**config.mk**
```make
export PLATFORM = sky130hd
export DESIGN_NAME = joystick_seq_gen
export DESIGN_NICKNAME = d
export VERILOG_FILES = /design/src/rtl/joystick_seq_gen.sv
export SDC_FILE = /design/constraint.sdc
export NUM_CORES = 1
export LEC_CHECK = 0
export CELL_PAD_IN_SITES_DETAIL_PLACEMENT = 1
export CELL_PAD_IN_SITES_GLOBAL_PLACEMENT = 1
export CORE_UTILIZATION = 38
export DETAILED_ROUTE_END_ITERATION = 10
export GPL_ROUTABILITY_DRIVEN = 0
export PLACE_DENSITY = 0.78
export SLEW_MARGIN = 20
export SYNTH_ARGS = -nofsm -noshare
export SYNTH_HDL_FRONTEND = slang
export SYNTH_SLANG_ARGS = --single-unit
```
**constraint.sdc**
```tcl
create_clock -name clk -period 3.1 [get_ports clk]
set_clock_uncertainty 0.2 [all_clocks]
set_input_delay 0.775 -clock clk [delete_from_list [all_inputs] [get_ports clk]]
set_output_delay 0.775 -clock clk [all_outputs]
set_load 0.02 [all_outputs]
```
**src/rtl/joystick_seq_gen.sv**
```systemverilog
// joystick_seq_gen: capture-driven joystick pass-sequence checker.
// On each capture pulse the ADC is steered to the Y channel, then the X channel,
// and the two high nibbles are decoded into a direction (MID/UP/DOWN/LEFT/RIGHT).
// Non-centred directions are stored; when SEQ_LEN are held they are compared
// against the pass sequence. Consecutive failures lead to a timed lockout.
//
// Optional build macro: JOYSTICK_ENROLL_EN adds the enroll input and an on-chip
// sequence register (reset to PASS_SEQ) that a full entry can overwrite.
//
// Ports:
//   clk, reset       system clock, synchronous active-high reset
//   capture          pulse: start a Y/X sample sequence
//   delete           pulse: drop the newest stored entry
//   clear            pulse: abort and clear entry, count, pass, fail
//   enroll           (JOYSTICK_ENROLL_EN only) store entry instead of comparing
//   adc_result       12-bit conversion result for the selected channel
//   chan             ADC channel select
//   entry, count     stored directions (slot k at [4k+3:4k]) and how many
//   busy             not IDLE
//   pass, fail       sequence result flags
//   locked           lockout active
//
// state  | meaning
// IDLE   | waiting for capture/delete/clear
// SET_Y  | ADC on Y channel, settling
// READ_Y | latch Y nibble
// SET_X  | ADC on X channel, settling
// READ_X | latch X nibble
// EVAL   | decode, store non-centred direction
// CHECK  | compare full entry against the pass sequence
// LOCK   | lockout timer running, inputs ignored
module joystick_seq_gen #(
    parameter int                   SEQ_LEN    = 4,
    parameter int                   SETTLE_CYC = 50,
    parameter int                   MAX_FAILS  = 3,
    parameter int                   LOCK_CYC   = 50_000_000,
    parameter logic [4*SEQ_LEN-1:0] PASS_SEQ   = 16'h3221,
    parameter logic [2:0]           Y_CHAN     = 3'd1,
    parameter logic [2:0]           X_CHAN     = 3'd0,
    localparam int                  CW         = $clog2(SEQ_LEN + 1)
) (
    input  logic                   clk,
    input  logic                   reset,
    input  logic                   capture,
    input  logic                   delete,
    input  logic                   clear,
`ifdef JOYSTICK_ENROLL_EN
    input  logic                   enroll,
`endif
    input  logic [11:0]            adc_result,
    output logic [2:0]             chan,
    output logic [4*SEQ_LEN-1:0]   entry,
    output logic [CW-1:0]          count,
    output logic                   busy,
    output logic                   pass,
    output logic                   fail,
    output logic                   locked
);

    localparam int SW = $clog2(SETTLE_CYC);
    localparam int LW = (LOCK_CYC > 1) ? $clog2(LOCK_CYC) : 1;
    localparam int FW = $clog2(MAX_FAILS + 1);

    localparam logic [3:0] DIR_MID   = 4'd0;
    localparam logic [3:0] DIR_UP    = 4'd1;
    localparam logic [3:0] DIR_DOWN  = 4'd2;
    localparam logic [3:0] DIR_LEFT  = 4'd3;
    localparam logic [3:0] DIR_RIGHT = 4'd4;

    typedef enum logic [2:0] {
        IDLE, SET_Y, READ_Y, SET_X, READ_X, EVAL, CHECK, LOCK
    } state_t;

    state_t               state_q, state_d;
    logic [SW-1:0]        settle_q, settle_d;
    logic [LW-1:0]        lock_q, lock_d;
    logic [3:0]           ny_q, ny_d, nx_q, nx_d;
    logic [4*SEQ_LEN-1:0] entry_q, entry_d;
    logic [CW-1:0]        count_q, count_d;
    logic                 pass_q, pass_d, fail_q, fail_d;
    logic [FW-1:0]        fcnt_q, fcnt_d;
    logic [FW-1:0]        fcnt_inc;
    logic [3:0]           dir;
    logic                 enroll_now;
    logic [4*SEQ_LEN-1:0] ref_seq;
    logic [7:0]           adc_lsb_unused;

    assign adc_lsb_unused = adc_result[7:0];

`ifdef JOYSTICK_ENROLL_EN
    logic [4*SEQ_LEN-1:0] seq_q, seq_d;
    assign ref_seq    = seq_q;
    assign enroll_now = enroll;
`else
    assign ref_seq    = PASS_SEQ;
    assign enroll_now = 1'b0;
`endif

    function automatic logic is_ext(input logic [3:0] n);
        return (n == 4'h0) || (n == 4'hC);
    endfunction

    always_comb begin
        dir = DIR_MID;
        if      (ny_q == 4'h0 && !is_ext(nx_q)) dir = DIR_UP;
        else if (ny_q == 4'hC && !is_ext(nx_q)) dir = DIR_DOWN;
        else if (nx_q == 4'h0 && !is_ext(ny_q)) dir = DIR_LEFT;
        else if (nx_q == 4'hC && !is_ext(ny_q)) dir = DIR_RIGHT;
    end

    assign fcnt_inc = fcnt_q + FW'(1);

    always_comb begin
        state_d  = state_q;
        settle_d = settle_q;
        lock_d   = lock_q;
        ny_d     = ny_q;
        nx_d     = nx_q;
        entry_d  = entry_q;
        count_d  = count_q;
        pass_d   = pass_q;
        fail_d   = fail_q;
        fcnt_d   = fcnt_q;
`ifdef JOYSTICK_ENROLL_EN
        seq_d    = seq_q;
`endif
        case (state_q)
            IDLE: begin
                if (capture) begin
                    state_d  = SET_Y;
                    settle_d = SW'(SETTLE_CYC - 1);
                    fail_d   = 1'b0;
                end else if (delete && count_q != '0) begin
                    for (int k = 0; k < SEQ_LEN; k++)
                        if (CW'(k + 1) == count_q) entry_d[4*k +: 4] = 4'h0;
                    count_d = count_q - CW'(1);
                end
            end
            SET_Y: begin
                if (settle_q == '0) state_d = READ_Y;
                else                settle_d = settle_q - SW'(1);
            end
            READ_Y: begin
                ny_d     = adc_result[11:8];
                state_d  = SET_X;
                settle_d = SW'(SETTLE_CYC - 1);
            end
            SET_X: begin
                if (settle_q == '0) state_d = READ_X;
                else                settle_d = settle_q - SW'(1);
            end
            READ_X: begin
                nx_d    = adc_result[11:8];
                state_d = EVAL;
            end
            EVAL: begin
                state_d = IDLE;
                if (dir != DIR_MID) begin
                    for (int k = 0; k < SEQ_LEN; k++)
                        if (CW'(k) == count_q) entry_d[4*k +: 4] = dir;
                    count_d = count_q + CW'(1);
                    if (count_q + CW'(1) == CW'(SEQ_LEN)) state_d = CHECK;
                end
            end
            CHECK: begin
                entry_d = '0;
                count_d = '0;
                state_d = IDLE;
                if (enroll_now) begin
`ifdef JOYSTICK_ENROLL_EN
                    seq_d = entry_q;
`endif
                end else if (entry_q == ref_seq) begin
                    pass_d = 1'b1;
                    fcnt_d = '0;
                end else begin
                    fail_d = 1'b1;
                    fcnt_d = fcnt_inc;
                    if (fcnt_inc >= FW'(MAX_FAILS)) begin
                        state_d = LOCK;
                        lock_d  = LW'(LOCK_CYC - 1);
                    end
                end
            end
            LOCK: begin
                if (lock_q == '0) begin
                    state_d = IDLE;
                    fcnt_d  = '0;
                end else begin
                    lock_d = lock_q - LW'(1);
                end
            end
            default: state_d = IDLE;
        endcase

        // clear overrides everything except the lockout; fail history is kept
        if (clear && state_q != LOCK) begin
            state_d = IDLE;
            entry_d = '0;
            count_d = '0;
            pass_d  = 1'b0;
            fail_d  = 1'b0;
        end
    end

    always_ff @(posedge clk) begin
        if (reset) begin
            state_q  <= IDLE;
            settle_q <= '0;
            lock_q   <= '0;
            ny_q     <= '0;
            nx_q     <= '0;
            entry_q  <= '0;
            count_q  <= '0;
            pass_q   <= 1'b0;
            fail_q   <= 1'b0;
            fcnt_q   <= '0;
`ifdef JOYSTICK_ENROLL_EN
            seq_q    <= PASS_SEQ;
`endif
        end else begin
            state_q  <= state_d;
            settle_q <= settle_d;
            lock_q   <= lock_d;
            ny_q     <= ny_d;
            nx_q     <= nx_d;
            entry_q  <= entry_d;
            count_q  <= count_d;
            pass_q   <= pass_d;
            fail_q   <= fail_d;
            fcnt_q   <= fcnt_d;
`ifdef JOYSTICK_ENROLL_EN
            seq_q    <= seq_d;
`endif
        end
    end

    // channel follows the state so the ADC stays on Y through the read cycle
    assign chan   = (state_q == SET_Y || state_q == READ_Y) ? Y_CHAN : X_CHAN;
    assign entry  = entry_q;
    assign count  = count_q;
    assign busy   = (state_q != IDLE);
    assign pass   = pass_q;
    assign fail   = fail_q;
    assign locked = (state_q == LOCK);

endmodule
```
==> results.py <==
metrics = {
    "run_status": {
        "status": "finished clean",
    },
    "cts": {
        "cts_buffers": 9,
        "clk_path_buf_depth": 2,
        "path_clk_slew_ns": 0.07,
        "post_cts_buffers": 0,
        "cts_tree": "yes",
        "cts_hold_repair.buffers": 0,
        "clkLatencyLatePin_ns": 0.36,
        "root_buffer": "clkbuf_8",
        "clkSinkCount": 62,
        "cts_resized": 0,
        "htree_num_levels": 3,
    },
    "worst_setup_path": {
        "worstPathArrival_ns": 1.98,
        "cp_max_fo": 10,
        "critPathLaunchType": "flop",
        "cp.required_ns": 2.12,
        "setup.worst_path.end_class": "output port",
        "critPathKind": "reg -> out",
    },
    "die": {
        "io_pins": 43,
        "num_rows": 34,
        "die_x_um": 97.5,
        "initial_core_util_pct": 39.5,
        "coreArea_um2": 8760,
        "die_h_um": 97.5,
        "dieArea_um2": 9500,
    },
    "yosys": {
        "yosysTopAreaCell": "dfxtp_1",
        "yosysUniqueCellTypes": 58,
        "ys_seq_area_share_pct": 35.8,
        "ys_ff_latch": 62,
        "synth_edf_count": 0,
        "synth.most_common_cell": "dfxtp_1",
        "synth_area_leaders": "dfxtp_1 (36%), a21oi_1 (4.2%), mux2i_1 (4.0%)",
        "synth_top_area_share_pct": 35.8,
        "synth-main-ff-cell": "dfxtp_1",
        "syn_inst": 416,
        "synthTopCellsByCount": "dfxtp_1 (62), nor2_1 (32), nand2_1 (30), a21oi_1 (29), nor3_1 (21)",
        "syn_avg_cell_area_um2": 8.33,
        "async_flop_share_pct": 0,
        "synth.cell_area_um2": 3460,
        "ys_warn_count": 0,
    },
    "sta": {
        "setup_viol": 0,
        "worst_pin_slew_ns": 0.847,
        "fmax_ghz": 0.338,
        "whs_ns": 0.253,
        "min_period_over_period_pct": 95.4,
        "setup_tns_ns": 0,
        "final_max_slew_viol_count": 0,
        "period_needed_ns": 2.96,
        "setup_ws_ns": 0.141,
        "rsz0062_at_grt": "false",
        "hold_viol": 0,
        "maxSlewHeadroom_pct": 43.4,
    },
    "grt": {
        "antenna_found_initial": 0,
        "overflow": 0,
        "grt_max_degree": 38,
        "first_global_vias": 3400,
        "grt_usage_pct": 21.4,
        "grt_pass1_wl_um": 16500,
    },
    "min_path": {
        "hold_path_class": "reg -> reg",
    },
    "place": {
        "io_buffers": 28,
        "dp_slack_ns": 0.162,
        "hpwlAfterDp_um": 6880,
    },
    "power": {
        "power_density_nw_per_um2": 394,
        "peakVddDrop_mv": 0.229,
        "leakage_uw": 0.00154,
    },
    "finish": {
        "final_nets": 476,
        "drive_gt1_share_pct": 10.4,
        "antennaDiodeCount": 0,
        "area_growth_pct": 16.8,
        "final_core_util_pct": 46.2,
    },
    "detailed_routing": {
        "drcViolationCount": 0,
        "wl_per_cell_um": 17.1,
        "dr_total_vias": 3286,
        "dr.pass1.iters": 4,
        "finalWirelength_um": 9590,
        "ant_nets": 0,
        "vias_per_cell": 5.86,
        "drtIter0Drc": 98,
    },
    "run": {
        "cap_violations": 0,
    },
}
[cell families (layout without fill, tap and decap cells)]
| family | after synthesis | count (layout) | share of synthesized area, % |
|---|---|---|---|
| buffers and inverters | 41 | 73 | 5.38 |
| AND/OR/NAND/NOR | 175 | 175 | 28.7 |
| multiplexers | 15 | 15 | 4.37 |
| AO/OA/AOI/OAI | 101 | 101 | 19.1 |
| XOR/XNOR | 10 | 10 | 2.53 |
| adder cells (fa/ha/maj) | 11 | 11 | 3.97 |
| flip-flops | 62 | 62 | 35.8 |
| other | 1 | 6 | 0.108 |
[state kept, by name, summed over array words and instances, names as in the netlist, 2 cells and up]
name	flops
state_q	3
entry	12
ny_q	4
nx_q	4
lock_q	26
settle_q	6
count	3
fcnt_q	2
[metal layers]
layer | wire [um] | vias to the layer above | GRT usage (%)
li1 | - | 1600 | -
met1 | 4350 | 1629 | 25.0
met2 | 4790 | 43 | 37.8
met3 | 275 | 14 | 4.32
met4 | 167 | 0 | 8.94
met5 | 0 | - | 0
[power by group]
group	total [uW]	leakage (uW)	internal [uW]	switching (uW)
registers	817	0.000501	806	10.7
logic	130	0.000959	53.4	76.2
clock network	649	0.0000841	307	342
[layout by cell type (no fill, tap or decap), types with 3 or more instances in the layout]
cell / n
xnor2_1: 3
or4_1: 8
nor4_1: 10
buf_4: 12
clkbuf_8: 10
ha_1: 11
dfxtp_1: 61
clkinvlp_4: 3
mux2i_1: 14
or3_1: 15
a211oi_1: 12
nand3_1: 12
conb_1: 6
a31oi_1: 9
o21ai_0: 12
nor3b_1: 3
clkinv_2: 3
nand2_1: 30
nor2_1: 32
or2_2: 9
nand2b_1: 4
nor2b_1: 3
a311oi_1: 8
clkdlybuf4s50_1: 28
inv_1: 17
a21oi_1: 28
a21o_1: 5
xor2_1: 7
nor4b_1: 4
nor3_1: 21
or4_4: 3
o31ai_1: 7
and3_1: 3
o21ai_1: 5
[metrics by stage]
stage,std cells,total power (uW),instance area (um2)
6_report,561,1600,4050
5_1_grt,561,1660,4050
4_1_cts,561,1620,4040
3_5_place_dp,545,964,3860
3_3_place_gp,545,959,3860
2_1_floorplan,421,924,3480
[cell type report]
class / instances / area, um2
inverters: 17 / 63.8
fillers: 1083 / 4720
flip-flops and latches: 62 / 1240
repair buffers: 40 / 370
clock buffers: 10 / 138
multi-input cells: 318 / 2060
well taps: 108 / 135
clock inverters: 6 / 37.5
[critical path, stage by stage (launching register included)]
cell and delay [ns]:
dfxtp_2 0.44, xor2_1 0.31, nor2b_1 0.24, clkdlybuf4s50_1 0.64
[path summary, 6_finish.rpt]
check	from	end	slack, ns	cells after the start
max reg2reg	lock_q[0]	lock_q[15]	0.33	7
min	pass	pass	0.25	2
max	state_q[0]	chan[0]	0.14	3
min reg2reg	pass	pass	0.25	2
(Power assumes the default switching activity.)
==> RTL change 1, RTL diff (config.mk and constraints unchanged) <==
Set the parameter `SEQ_LEN` to 8 (it was 4).
--- a/src/rtl/joystick_seq_gen.sv
+++ b/src/rtl/joystick_seq_gen.sv
@@ -32,3 +32,3 @@
 module joystick_seq_gen #(
-    parameter int                   SEQ_LEN    = 4,
+    parameter int                   SEQ_LEN    = 8,
     parameter int                   SETTLE_CYC = 50,
Interface: changed (resized count and entry); port bits go from 43 to 60. The function was not compared with the original's and may differ.
==> RTL change 1 against the unedited design <==
Fmax rose by 1.1%. Synthesized area rose by 18%. Critical path depth did not move. Hold slack improved by 30 ps. Global-route usage rose by 0.35 points. Sequential cell count rose by 13. Design area rose by 20%. Register-to-register slack got worse by 40 ps. Wire length rose by 21%. Synthesized cell count rose by 13%. Setup slack improved by 33 ps. Power rose by 19%. Critical path type unchanged.
==> RTL change 1: results (changes against the unedited design) <==
Finish
The diode insertion count for antenna repair came to 0 (unchanged). The proportion of layout cells with a drive suffix above 1 is 0.0940 (-0.00970). The post-layout instance count excluding filler cells is 657 (+17%).

lock_q holds more flip-flops than any other register. The net count reported at finish is 542 (+14%).

Worst hold path
The worst hold path begins at fcnt_q[0]$_SDFFE_PP0P_. The endpoint of the worst hold-timing path is fcnt_q[0]$_SDFFE_PP0P_. In this run the worst hold path is classified as register to register. The cell depth of the worst hold path is 1 (-1).

Place
The cell count after placement was 641 (+18%). The half-perimeter wire length after placement is 8570 um (+25%). The count of buffers inserted at the top-level ports is 41 (+46%).

Worst setup path
The launching point of the worst reg2reg path is count[0]$_SDFFE_PP0P_. The arrival time at the worst endpoint is 1950 ps (-30 ps). The gate family responsible for the most delay along the worst path is buffers and inverters.

The maximum cell stage delay along the critical path came to 670 ps (+30 ps). The reg-to-reg setup timing slack is 290 ps (-40 ps). The start point of the critical path is state_q[2]$_SDFFE_PP0P_. In this run the worst setup path terminates at chan[0]. The endpoint identified for the worst register-to-register timing path is entry[28]$_SDFFE_PP0P_.

The slowest stage of the critical path belongs to the cell sky130_fd_sc_hd__dfxtp_1. The largest fanout of any net on the critical path came to 16 (+6).

Detailed routing
The ratio of routed vias to standard cells is 5.84 (-0.35%). The count of TritonRoute iterations in the first routing pass came to 4 (unchanged). The detailed router's first-iteration violation count is 151 (+54%). The total routed wirelength was 11600 um (+21%).

GRT
The global-route met2 utilization is 0.364 (-0.0139). The maximum number of pins on one net before global-route repair came to 26 (-32%). The met3 routing resource usage after global routing is 0.0402 (-0.00297). The first-pass GRT wire length came to 19300 um (+17%).

The number of global-route vias before repair is 3810 (+12%). The fraction of met1 tracks used by global routing is 0.282 (+0.0321). The total global-route track usage is 0.217 (+0.00351).

Clock network
The total setup buffers inserted after CTS is 0 (unchanged). The clock input transition at the sequential cells of the worst setup and hold paths is 80 ps. The total number of H-tree levels came to 3 (unchanged). The deepest clock path buffer count is 2 (unchanged). The clock network latency to the later pin of the worst-skew pair is 360 ps (about the same). The number of CTS-inserted buffers is 9 (unchanged). In this run the clock root is driven by a sky130_fd_sc_hd__clkbuf_8.

Logic synthesis
The commonest cells after synthesis are 75 x sky130_fd_sc_hd__dfxtp_1, 38 x sky130_fd_sc_hd__a21oi_1, 33 x sky130_fd_sc_hd__nor2_1. The mean cell area of the mapped netlist is 8.65 um^2 (+3.9%). The share of the yosys chip area belonging to registers is 0.368 (+0.00949). The fraction of registers with async set or reset after synthesis is 0 (unchanged). After synthesis, the cell types taking the most area are sky130_fd_sc_hd__dfxtp_1 37%, sky130_fd_sc_hd__a21oi_1 4.7%, sky130_fd_sc_hd__nor2_1 3.0%.

The count of distinct cell types in the synthesized netlist is 75 (+29%).

Pwr
The leakage power of the design came to 1.71 nW (+11%). The maximum vdd drop is 0.000218 V (-4.9%).

STA
The final hold slack came to 283 ps (+29.7 ps). The relative slew slack is 0.423 (-0.0109).

Status
The run finished with clean final reports.
-- RTL change 1: cell types whose count changed after synthesis, sizes merged, moves of 6 or more --
cell,delta
o22ai,+6
buf,+11
dfxtp,+13
a21oi,+9
a22o,+8
o2bb2ai,+14
or2,-6
a31oi,+6
-- RTL change 1: final cells by class --
class	count	area [um^2]
Fill cell	1264	5530
Multi-Input combinational cell	357	2370
Sequential cell	75	1500
Timing Repair Buffer	60	553
Tap cell	136	170
Clock buffer	10	128
Clock inverter	6	63.8
Inverter	13	48.8
-- RTL change 1: stage by stage --
step	worst slack (ps)	area, um^2
after floorplan	726	4120
after global placement	279	4650
after detailed placement	224	4650
after CTS	173	4840
after global routing	65.8	4840
final	174	4840
-- RTL change 1: cell families (layout without fill, tap and decap cells) --
| kind of cell | count (synthesis) | in the layout | synth area share |
|---|---|---|---|
| flip-flops | 75 | 75 | 0.368 |
| AND/OR/NAND/NOR | 166 | 166 | 0.231 |
| AO/OA/AOI/OAI | 147 | 147 | 0.257 |
| adder cells (fa/ha/maj) | 9 | 9 | 0.0276 |
| other | 1 | 10 | 0.000919 |
| XOR/XNOR | 15 | 15 | 0.0322 |
| multiplexers | 10 | 10 | 0.0245 |
| buffers and inverters | 49 | 89 | 0.0592 |
-- RTL change 1: layer usage --
metal / vias up / wire, um / share of wire
li1: 1859 / - / -
met1: 1885 / 5450 / 0.47
met2: 75 / 5570 / 0.48
met3: 16 / 370 / 0.032
met4: 0 / 227 / 0.020
met5: - / 0 / 0
-- RTL change 1: power by group --
| group | switching (mW) | total [mW] | internal (mW) | leakage, nW |
|---|---|---|---|---|
| clock | 0.379 | 0.751 | 0.372 | 0.0927 |
| sequential | 0.0114 | 0.985 | 0.974 | 0.605 |
| combinational | 0.101 | 0.163 | 0.0619 | 1.01 |
==> RTL change 2, RTL diff (same settings) <==
Without the edit above. The 8 states of `state_t` get a one-hot encoding in 8 bits.
--- a/src/rtl/joystick_seq_gen.sv
+++ b/src/rtl/joystick_seq_gen.sv
@@ -69,4 +69,4 @@
 
-    typedef enum logic [2:0] {
-        IDLE, SET_Y, READ_Y, SET_X, READ_X, EVAL, CHECK, LOCK
+    typedef enum logic [7:0] {
+        IDLE = 8'b00000001, SET_Y = 8'b00000010, READ_Y = 8'b00000100, SET_X = 8'b00001000, READ_X = 8'b00010000, EVAL = 8'b00100000, CHECK = 8'b01000000, LOCK = 8'b10000000
     } state_t;
Behaviour: same outputs for any inputs over 10 cycles, from zero or initial values and one cycle with reset high; not proved beyond that.
==> RTL change 2 against the unedited design <==
Wire length up 6.1%. Power up 19%. Sequential power increased by 7.3%. Utilization is 1.1 points higher. Synthesized area increased by 6.9%. Sequential cell count rose by 5. Design area grew 8.9%. Setup slack better by 110 ps. Count of clock-buffer cells in the layout down 1. Largest power group is now the clock network.
==> RTL change 2: results (changes against the unedited design) <==
Worst setup path
For this design, the slowest cell found on the critical path is sky130_fd_sc_hd__or4b_1. Broken down by cell family, the worst path's largest delay share belongs to simple AND/OR/NAND/NOR gates. The maximum cell stage delay along the critical path is 660 ps (+20 ps).

The arrival time at the worst endpoint is 2870 ps (+890 ps).

Finish
The proportion of cell area occupied by multi-input gates is 0.498 (-0.0111). The register area came to 1340 um^2 (+8.2%). The number of clock-tree buffers in the layout came to 9 (-1). The total of plain and repair buffers excluding clock buffers was 43 (+7.5%). The number of inserted filler cells in the final layout is 1114 (+2.9%). The proportion of layout cells with a drive suffix above 1 was 0.0989 (-0.00483). The proportion of final cell area spent on non-clock buffers was 0.0909 (-0.000698). The net count reported at finish is 489 (+2.7%). The number of multi-input combinational cells came to 323 (+1.6%).

Pwr
The combinational power is 0.113 mW (-13%). The leakage power of the design is 1.68 nW (+8.6%). The maximum vdd drop was 0.000315 V (+37%).

The power share of the sequential group is 0.460 (-0.052). The reported net switching power is 0.452 mW (+5.3%).

Logic synthesis
The share of the yosys chip area belonging to registers is 0.362 (+0.00403). By area the synthesized netlist is led by sky130_fd_sc_hd__dfxtp_1 36%, sky130_fd_sc_hd__mux2i_1 4.3%, sky130_fd_sc_hd__ha_1 4.1%. The count of distinct cell types in the synthesized netlist came to 62 (+6.9%). The fraction of registers with async set or reset after synthesis is 0 (unchanged).

GRT
The fraction of met1 tracks used by global routing is 0.238 (-0.0121). The total global-route track usage is 0.215 (+0.00164). The first-pass GRT wire length is 17300 um (+5.1%).

The maximum number of pins on one net before global-route repair is 29 (-24%). The number of global-route vias before repair is 3739 (+10%). The global-route met2 utilization came to 0.414 (+0.0365).

STA
The relative slew slack is 0.559 (+0.125).

Detailed routing
The total routed wirelength was 10200 um (+6.1%).

Status
The run finished with clean final reports.
RTL change 2: per-stage QoR:
step | cell area (um^2) | worst slack, ps | hold WS [ps] | power (mW) | std cells
after CTS | 4370 | 1.71 | 277 | 1.93 | 593
final | 4410 | 248 | 275 | 1.91 | 594
after floorplan | 3720 | 436 | 241 | 0.974 | 436
after global routing | 4410 | 168 | 299 | 1.98 | 594
after global placement | 4130 | 210 | 258 | 1.00 | 577
after detailed placement | 4130 | 152 | 263 | 1.01 | 577
RTL change 2: worst paths after layout:
kind                                start                endpoint  slack (ps)  cells after the start
setup / recovery  state_q[6]$_SDFFE_PP0P_   entry[5]$_SDFFE_PP0P_         250                      6
hold / removal     fcnt_q[0]$_SDFFE_PP0P_  fcnt_q[0]$_SDFFE_PP0P_         270                      1
setup reg to reg  state_q[6]$_SDFFE_PP0P_   entry[5]$_SDFFE_PP0P_         250                      6
hold reg to reg    fcnt_q[0]$_SDFFE_PP0P_  fcnt_q[0]$_SDFFE_PP0P_         270                      1
RTL change 2: timing repair:
item                                    CTS  global route
endpoints found under the setup margin    0             3
endpoints found under the hold margin     0             0
hold buffers                              0             0
gates resized for setup                   0             7
buffers inserted                          0             1
RTL change 2: cells by family after synthesis:
logic type | count (synthesis) | synth area share
fa+ha+maj | 12 | 0.0406
flops | 67 | 0.362
other cells | 1 | 0.00101
mux | 16 | 0.0433
buf+inv | 46 | 0.0541
xor+xnor | 8 | 0.0189
compound gates | 117 | 0.216
simple gates | 164 | 0.263
RTL change 2: routing by layer:
layer,vias to the layer above,wire length [um]
met4,0,87
met1,1686,4500
met5,-,0
met3,8,275
met2,54,5320
li1,1678,-
